**src/rtl/fila_pkg.sv**
```systemverilog
// Shared types and constants for the FIFO sequencing/arbitration controller.
package fila_pkg;

    localparam int FILA_DEPTH = 8;
    localparam int FILA_WIDTH = 8;

    typedef enum logic [1:0] {
        IDLE  = 2'd0,
        ISSUE = 2'd1,
        HOLD  = 2'd2,
        DONE  = 2'd3
    } estado_esc_t;

    typedef enum logic [1:0] {
        P0 = 2'd0,
        P1 = 2'd1,
        C  = 2'd2
    } req_id_t;

    // Round-robin successor in the fixed order P0 -> P1 -> C -> P0.
    function automatic req_id_t rr_next(input req_id_t id);
        case (id)
            P0:      return P1;
            P1:      return C;
            default: return P0;
        endcase
    endfunction

endpackage

```
**src/rtl/rr_arbiter3.sv**
```systemverilog
// Combinational 3-way round-robin pick: search starts just after the last
// granted requester and takes the first eligible one.
module rr_arbiter3
    import fila_pkg::*;
(
    input  logic [2:0] elig,
    input  req_id_t    last,
    output logic [2:0] grant,
    output logic       valid
);

    req_id_t cand0;
    req_id_t cand1;
    req_id_t cand2;

    always_comb begin
        cand0 = rr_next(last);
        cand1 = rr_next(cand0);
        cand2 = rr_next(cand1);
        grant = 3'b000;
        if (elig[cand0]) begin
            grant[cand0] = 1'b1;
        end else if (elig[cand1]) begin
            grant[cand1] = 1'b1;
        end else if (elig[cand2]) begin
            grant[cand2] = 1'b1;
        end
        valid = |elig;
    end

endmodule

```
**src/rtl/escalonador_fila.sv**
```systemverilog
// Shares the FIFO's single enqueue/dequeue port between two producers and one
// consumer, with a shadow occupancy count that blocks overflow and underflow.
//
// state | meaning
// IDLE  | arbitrate among eligible requesters, latch winner and data
// ISSUE | one-cycle enqueue/dequeue command to the FIFO
// HOLD  | wait GAP-1 cycles for the FIFO to turn around
// DONE  | pulse ack/valid, update shadow count
module escalonador_fila
    import fila_pkg::*;
#(
    parameter int DEPTH = FILA_DEPTH,
    parameter int GAP   = 4
) (
    input  logic                  clock_10KHz,
    input  logic                  reset,
    input  logic                  prod0_req,
    input  logic                  prod1_req,
    input  logic [FILA_WIDTH-1:0] prod0_data,
    input  logic [FILA_WIDTH-1:0] prod1_data,
    output logic                  prod0_ack,
    output logic                  prod1_ack,
    input  logic                  cons_req,
    output logic                  cons_valid,
    output logic [FILA_WIDTH-1:0] cons_data,
    output logic [FILA_WIDTH-1:0] fila_data_in,
    output logic                  fila_enqueue,
    output logic                  fila_dequeue,
    input  logic [FILA_WIDTH-1:0] fila_data_out,
    output logic [3:0]            count,
    output logic                  full,
    output logic                  empty
);

    localparam int              CW        = (GAP > 2) ? $clog2(GAP) : 1;
    localparam logic [CW-1:0]   HOLD_LOAD = CW'(GAP - 2);
    localparam logic [3:0]      DEPTH_C   = 4'(DEPTH);

    estado_esc_t           state_q;
    estado_esc_t           state_d;
    req_id_t               last_q;
    req_id_t               win_q;
    req_id_t               win_d;
    logic [CW-1:0]         hold_q;
    logic [3:0]            count_q;
    logic [FILA_WIDTH-1:0] data_q;
    logic [FILA_WIDTH-1:0] cons_q;
    logic [2:0]            elig;
    logic [2:0]            grant;
    logic                  grant_valid;

    assign count        = count_q;
    assign full         = (count_q == DEPTH_C);
    assign empty        = (count_q == 4'd0);
    assign fila_data_in = data_q;
    assign cons_data    = cons_q;

    // Bit order matches req_id_t: P0, P1, C.
    assign elig = {cons_req & ~empty, prod1_req & ~full, prod0_req & ~full};

    rr_arbiter3 u_rr (
        .elig  (elig),
        .last  (last_q),
        .grant (grant),
        .valid (grant_valid)
    );

    always_comb begin
        win_d = P0;
        if (grant[1]) begin
            win_d = P1;
        end else if (grant[2]) begin
            win_d = C;
        end
    end

    always_ff @(posedge clock_10KHz or negedge reset) begin
        if (!reset) begin
            state_q <= IDLE;
        end else begin
            state_q <= state_d;
        end
    end

    always_comb begin
        state_d = state_q;
        case (state_q)
            IDLE:    if (grant_valid) state_d = ISSUE;
            ISSUE:   state_d = HOLD;
            HOLD:    if (hold_q == '0) state_d = DONE;
            DONE:    state_d = IDLE;
            default: state_d = IDLE;
        endcase
    end

    always_comb begin
        fila_enqueue = 1'b0;
        fila_dequeue = 1'b0;
        prod0_ack    = 1'b0;
        prod1_ack    = 1'b0;
        cons_valid   = 1'b0;
        if (state_q == ISSUE) begin
            fila_enqueue = (win_q != C);
            fila_dequeue = (win_q == C);
        end
        if (state_q == DONE) begin
            prod0_ack  = (win_q == P0);
            prod1_ack  = (win_q == P1);
            cons_valid = (win_q == C);
        end
    end

    always_ff @(posedge clock_10KHz or negedge reset) begin
        if (!reset) begin
            last_q  <= C;
            win_q   <= P0;
            hold_q  <= '0;
            count_q <= 4'd0;
            data_q  <= '0;
            cons_q  <= '0;
        end else begin
            if (state_q == IDLE && grant_valid) begin
                last_q <= win_d;
                win_q  <= win_d;
                if (win_d == P0) begin
                    data_q <= prod0_data;
                end else if (win_d == P1) begin
                    data_q <= prod1_data;
                end
            end
            if (state_q == ISSUE) begin
                hold_q <= HOLD_LOAD;
            end else if (state_q == HOLD && hold_q != '0) begin
                hold_q <= hold_q - 1'b1;
            end
            // Read data is taken on entry to DONE so it is valid alongside cons_valid.
            if (state_q == HOLD && hold_q == '0 && win_q == C) begin
                cons_q <= fila_data_out;
            end
            if (state_q == DONE) begin
                count_q <= (win_q == C) ? count_q - 4'd1 : count_q + 4'd1;
            end
        end
    end

endmodule

```
**config.mk**
```make
export PLATFORM = sky130hd
export DESIGN_NAME = escalonador_fila
export DESIGN_NICKNAME = d
export VERILOG_FILES = /design/src/rtl/fila_pkg.sv /design/src/rtl/rr_arbiter3.sv /design/src/rtl/escalonador_fila.sv
export SDC_FILE = /design/constraint.sdc
export NUM_CORES = 1
export LEC_CHECK = 0
export CAP_MARGIN = 20
export CORE_UTILIZATION = 35
export DETAILED_ROUTE_END_ITERATION = 10
export PLACE_DENSITY = 0.7
export REMOVE_ABC_BUFFERS = 1
export SLEW_MARGIN = 20
export SYNTH_ARGS = -nofsm -noshare
export SYNTH_HDL_FRONTEND = slang
export SYNTH_HIERARCHICAL = 1
export SYNTH_SLANG_ARGS = --single-unit
export TNS_END_PERCENT = 5
```
**constraint.sdc**
```tcl
create_clock -name clock_10KHz -period 2 [get_ports clock_10KHz]
set_clock_uncertainty 0.2 [all_clocks]
set_input_delay 0.5 -clock clock_10KHz [delete_from_list [all_inputs] [get_ports clock_10KHz]]
set_output_delay 0.5 -clock clock_10KHz [all_outputs]
set_load 0.02 [all_outputs]
```
==> out/metrics.yaml, run 1 <==
floorplan:
  start_util_pct: 37.43
  die-height_um: 65.28
  dieArea_mm2: 0.004261
  die_w_um: 65.28
  num_rows: 22
  io_pins: 56
  core_area_mm2: 0.003744
global_route:
  antenna_found_initial: 0
  grt_util_all_layers_pct: 18.26
  grt-ovfl-total: 0
  grt_pass1_vias: 1347
  grt_pass1_wl_um: 6003
  grt_max_degree: 28
worst_setup_path:
  critical_path_class: "reg -> reg"
  r2r_start: "count[2]"
  required_ns: 1.97
  cp-start-kind: "flop"
  rr_endpoint: "fila_data_in[0]"
  critical_path.endpoint: "fila_data_in[0]"
  critPathMaxFanout: 18
  crit_start: "count[2]"
  crit_path_end_kind: "flop"
  ff2ff_path_depth: 10
  arrival_ns: 2.17
  rrSetupSlack_ns: -0.20
timing:
  clock.fmax_ghz: 0.4542
  rsz0062_at_grt: "true"
  final-max-slew-violation-count: 0
  relSlewSlack_pct: 77.26
  setup-violations-final: 12
  period_needed_ns: 2.202
  finalHoldViolCount: 0
  setup_ws_ns: -0.2016
  hold_slack_ns: 0.3186
  worst_pin_slew_ns: 0.3410
  finalSetupTns_ns: -1.524
  period_share_pct: 110.1
detailed_routing:
  vias: 1212
  firstDrtPassIters: 4
  ant_nets: 0
  drtIter0Drc: 22
  vias_per_cell: 4.810
  routed_wl_um: 3544
  wire_per_inst_um: 14.06
  drc: 0
synthesis:
  syn_inst: 125
  syn_avg_cell_area_um2: 11.21
  ys_warn_count: 6
  syn_area_mm2: 0.001401
power_and_ir_drop:
  p_leak_nw: 1.081
  seq_power_share_pct: 28.1
  internal_power_mw: 2.206
  p_total_mw: 3.736
  comb_power_share_pct: 63.3
  sw_frac_of_total_pct: 40.96
  pwr-share-clk_pct: 8.6
  power.density_mw_per_mm2: 1608
  ir_worst_vdd_mv: 0.9613
  switching_power_mw: 1.530
final_layout:
  layout_commonest_cell: "clkdlybuf4s50_1"
  final_cell_mix: "clkdlybuf4s50_1 (36), dfrtp_1 (25), buf_4 (22), mux2_2 (9)"
  finalNetCount: 241
  nFillCells: 323
  drive_above_1_share_pct: 38.24
  antennaDiodeCount: 0
  area_growth_pct: 65.80
status:
  violations: "negative setup slack"
  status: "finished, violations left"
job:
  drv_cap: 0
place:
  port_buffers: 55
  pre_cts_slack_ns: -0.4575
  hpwl_um: 2689
  gp_congestion: 0.7109
cts:
  cts_inserted_buffers: 3
  cts-root-buf: "clkbuf_8"
  cts.sinks: 27
  clkTransAtPathRegs_ns: 0.10
  cts.path.max_buffers: 2
  clock_latency_ns: 0.28
  cts_max_level: 1
  tritoncts: "built"
hold_path:
  holdCritPathClass: "reg -> reg"
-- registers in the layout, summed over array words and instances, names as in the netlist --
register      count
hold_q            2
state_q           2
win_q             1
fila_data_in      8
count             4
last_q            2
cons_data         8
-- layer usage --
layer  vias up  part of all wire, %  GRT usage [%]
li1        585                    -              -
met1       584                   41          21.04
met2        39                   52          33.89
met3         4                  5.9          3.646
met4         0                  1.2          4.891
met5         -                    0              0
-- per-stage QoR --
step                      cells  instance area (um2)  utilization, %
after global placement      242                 2138           57.12
after CTS                   252                 2282           60.96
after detailed placement    242                 2138           57.12
final                       252                 2323           62.07
after global routing        252                 2323           62.07
after floorplan             123                 1383               -
-- area by class of cell --
class                           count  area, um2  area share (%)
Timing Repair Buffer               77      732.0           31.50
Multi-Input combinational cell     90      782.0           33.66
Inverter                            6      22.52          0.9693
Clock inverter                      1      7.507          0.3231
Tap cell                           48      60.06           2.585
Clock buffer                        3      41.29           1.777
Sequential cell                    27      678.2           29.19
-- worst min-delay path by stage --
stage	startpoint	to	slack (ns)	depth (start not counted)
2_1_floorplan	reset	cons_data[0]	0.004	0
3_3_place_gp	cons_data[3]	cons_data[3]	0.29	1
3_5_place_dp	cons_data[6]	cons_data[6]	0.30	1
4_1_cts	cons_data[6]	cons_data[6]	0.33	1
5_1_grt	cons_data[6]	cons_data[6]	0.34	1
6_report	cons_data[2]	cons_data[2]	0.32	1
-- timing repair --
item / CTS / global route
hold buffers: 0 / 0
gates resized for setup: 55 / 18
setup endpoints to repair: 23 / 28
buffers inserted: 6 / 0
pin swaps: 7 / 2
-- power groups by stage --
| stage | sequential [mW] | combinational (mW) | clock, mW |
|---|---|---|---|
| 2_1_floorplan | 1.28 | 0.912 | 0 |
| 3_3_place_gp | 1.02 | 2.12 | 0 |
| 3_5_place_dp | 1.04 | 2.22 | 0 |
| 4_1_cts | 1.05 | 2.37 | 0.328 |
| 5_1_grt | 1.08 | 2.54 | 0.357 |
| 6_report | 1.05 | 2.36 | 0.322 |
-- worst max-delay path, stage by stage, from the launching register on --
cell and delay, ns:
dfrtp_1 0.42, nor4_1 0.27, buf_4 0.16, nor2b_2 0.04
buf_4 0.13, or3_4 0.40, nand2_4 0.10, a21oi_4 0.04
buf_12 0.15, nor2_1 0.13, a21oi_1 0.06
Note: power is estimated with default switching activity, not from simulation.
==> inputs of run 2 (changes only) <==
--- a/config.mk
+++ b/config.mk
@@ -8,7 +8,7 @@
 export CAP_MARGIN = 20
 export CORE_UTILIZATION = 35
 export DETAILED_ROUTE_END_ITERATION = 10
-export PLACE_DENSITY = 0.7
+export PLACE_DENSITY = 0.68
 export REMOVE_ABC_BUFFERS = 1
 export SLEW_MARGIN = 20
 export SYNTH_ARGS = -nofsm -noshare
==> constraint.sdc (replaced) <==
create_clock -name clock_10KHz -period 2.2 [get_ports clock_10KHz]
set_clock_uncertainty 0.2 [all_clocks]
set_input_delay 0.55 -clock clock_10KHz [delete_from_list [all_inputs] [get_ports clock_10KHz]]
set_output_delay 0.55 -clock clock_10KHz [all_outputs]
set_load 0.02 [all_outputs]
==> run 2 against run 1 <==
The run now ends clean. Die area unchanged. First-iteration DRC count up 14%. Sequential power down 10%. Design area down 4.6%. Power down 13%. Critical endpoint is now fila_data_in[5]. Core utilization down 2.9 points. Non-clock buffer count down 4. Combinational power down 14%. Setup slack better by 0.26 ns. Final cell count down 1.6%. Fmax up 2.6%. Clock power down 13%.
==> out/metrics.yaml, run 2 (synthesis results as in run 1) <==
cts:
  cts.sinks: 27
  cts-root-buf: "clkbuf_8"
  cts_max_level: 1
  tritoncts: "built"
  clkTransAtPathRegs_ns: 0.09
  cts_inserted_buffers: 3
  cts.path.max_buffers: 2
  clock_latency_ns: 0.27
  cts_hold_buffers: 0
floorplan:
  io_pins: 56
  core_area_mm2: 0.003744
  die_w_um: 65.28
  start_util_pct: 37.43
  num_rows: 22
  dieArea_mm2: 0.004261
  die-height_um: 65.28
worst_setup_path:
  crit_path_end_kind: "flop"
  r2r_start: "count[0]"
  critPathMostFrequentCell: "buf_4"
  critical_path_class: "reg -> reg"
  critPathMaxFanout: 18
  crit_slowest_cell: "dfrtp_1"
  arrival_ns: 2.14
  cp-start-kind: "flop"
  required_ns: 2.20
  cp_cell_sequence: "nor4_2 > buf_4 > nor2b_2 > nor2b_4 > a22o_1 > buf_4 > a21oi_4 > buf_12 > nor2_1 > a21oi_1"
  crit_start: "count[0]"
  cp_slowest_stage_delay_ns: 0.42
timing:
  period_share_pct: 97.51
  setup-violations-final: 0
  finalHoldViolCount: 0
  final-max-slew-violation-count: 0
  period_needed_ns: 2.145
  relSlewSlack_pct: 77.21
  setup_ws_ns: 0.05489
  clock.fmax_ghz: 0.4662
  rsz0062_at_grt: "true"
  worst_pin_slew_ns: 0.3419
global_route:
  grt-ovfl-total: 0
  grt_max_degree: 28
  antenna_found_initial: 0
  grt_pass1_wl_um: 5451
  grt_pass1_vias: 1298
  grt_util_all_layers_pct: 16.64
power_and_ir_drop:
  p_leak_nw: 1.017
  seq_power_share_pct: 28.9
  internal_power_mw: 1.956
  sw_frac_of_total_pct: 39.94
  p_total_mw: 3.256
  comb_power_share_pct: 62.5
  ir_worst_vdd_mv: 0.7337
  switching_power_mw: 1.301
  power.density_mw_per_mm2: 1470
  pwr-share-clk_pct: 8.6
hold_path:
  holdCritPathClass: "reg -> reg"
  min_from: "cons_data[6]"
detailed_routing:
  routed_wl_um: 3169
  vias: 1161
  drc: 0
  drtIter0Drc: 25
  firstDrtPassIters: 4
  vias_per_cell: 4.681
  ant_nets: 0
  wire_per_inst_um: 12.78
final_layout:
  drive_above_1_share_pct: 30.00
  multi_input_area_um2: 726.9
  antennaDiodeCount: 0
  layout_commonest_cell: "clkdlybuf4s50_1"
  final_cell_mix: "clkdlybuf4s50_1 (45), dfrtp_1 (26), buf_4 (16), nor2_1 (15), a21oi_1 (10)"
  nFillCells: 318
  finalNetCount: 237
  area_growth_pct: 58.13
  seq_area_um2: 676.9
job:
  drv_cap: 0
status:
  status: "completed"
place:
  gp_congestion: 0.6880
  hpwl_um: 2369
  pre_cts_slack_ns: -0.2353
  port_buffers: 55
run 2: cell types whose count changed in the layout (fill, tap and decap cells not counted), sizes merged:
| cell | previous run | this run |
|---|---|---|
| buf | 29 | 20 |
| clkbuf | 3 | 8 |
| clkdlybuf4s50 | 36 | 45 |
| clkinv | 0 | 1 |
| clkinvlp | 1 | 0 |
| dlygate4sd2 | 4 | 0 |
| dlymetal6s2s | 8 | 3 |
run 2: critical path, delay by kind of cell (launching register included):
kind | cells | cell delay, ns
DFF | 1 | 0.42
buffers and inverters | 3 | 0.46
and+or+nand+nor | 4 | 0.49
AOI/OAI and AO/OA | 3 | 0.49
run 2: layout make-up:
cell class	instances	area share, %
clock buffer	3	1.863
clock inverter	1	0.2259
inverter	6	1.016
multi-input combinational	90	32.81
sequential	27	30.55
tap	48	2.710
timing repair buffer	73	30.83
run 2: through the flow:
| stage | cells | TNS [ns] | utilization [%] | hold slack (ns) | instance area (um2) |
|---|---|---|---|---|---|
| 2_1_floorplan | 123 | -7.504 | - | 0.05441 | 1383 |
| 4_1_cts | 247 | 0 | 58.96 | 0.3134 | 2207 |
| 3_5_place_dp | 241 | -2.219 | 56.92 | 0.2969 | 2131 |
| 3_3_place_gp | 241 | -1.764 | 56.92 | 0.2882 | 2131 |
| 6_report | 248 | 0 | 59.19 | 0.3113 | 2216 |
| 5_1_grt | 248 | -0.4818 | 59.19 | 0.3365 | 2216 |
run 2: timing repair:
| item | 4_1_cts | 5_1_grt |
|---|---|---|
| setup endpoints to repair | 10 | 20 |
| setup buffers | 2 | 1 |
| resized for setup | 17 | 22 |
| pin swaps | 1 | 7 |
| hold endpoints to repair | 0 | 0 |
run 2: routing by layer:
layer | vias to the layer above | global-route usage (%) | part of all wire, %
met5 | - | 0 | 0
met4 | 0 | 4.891 | 0.85
met2 | 33 | 31.57 | 53
met3 | 2 | 3.472 | 5.5
li1 | 574 | - | -
met1 | 552 | 18.32 | 41
run 2: power groups by stage:
stage	Combinational (mW)	Clock (mW)	Sequential, mW
final	2.03	0.281	0.941
after global routing	2.21	0.319	0.975
after CTS	2.04	0.294	0.934
after detailed placement	1.99	0	0.938
after global placement	1.94	0	0.917
after floorplan	0.830	0	1.17
run 2: final timing paths:
check | end | cells past startpoint | slack [ns]
setup / recovery | fila_data_in[5] | 10 | 0.05
hold / removal | cons_data[6] | 1 | 0.31
setup reg to reg | fila_data_in[5] | 10 | 0.05
hold reg to reg | cons_data[6] | 1 | 0.31
max in group asynchronous | last_q[1] | 2 | 1.05
min in group asynchronous | hold_q[0] | 2 | 0.44
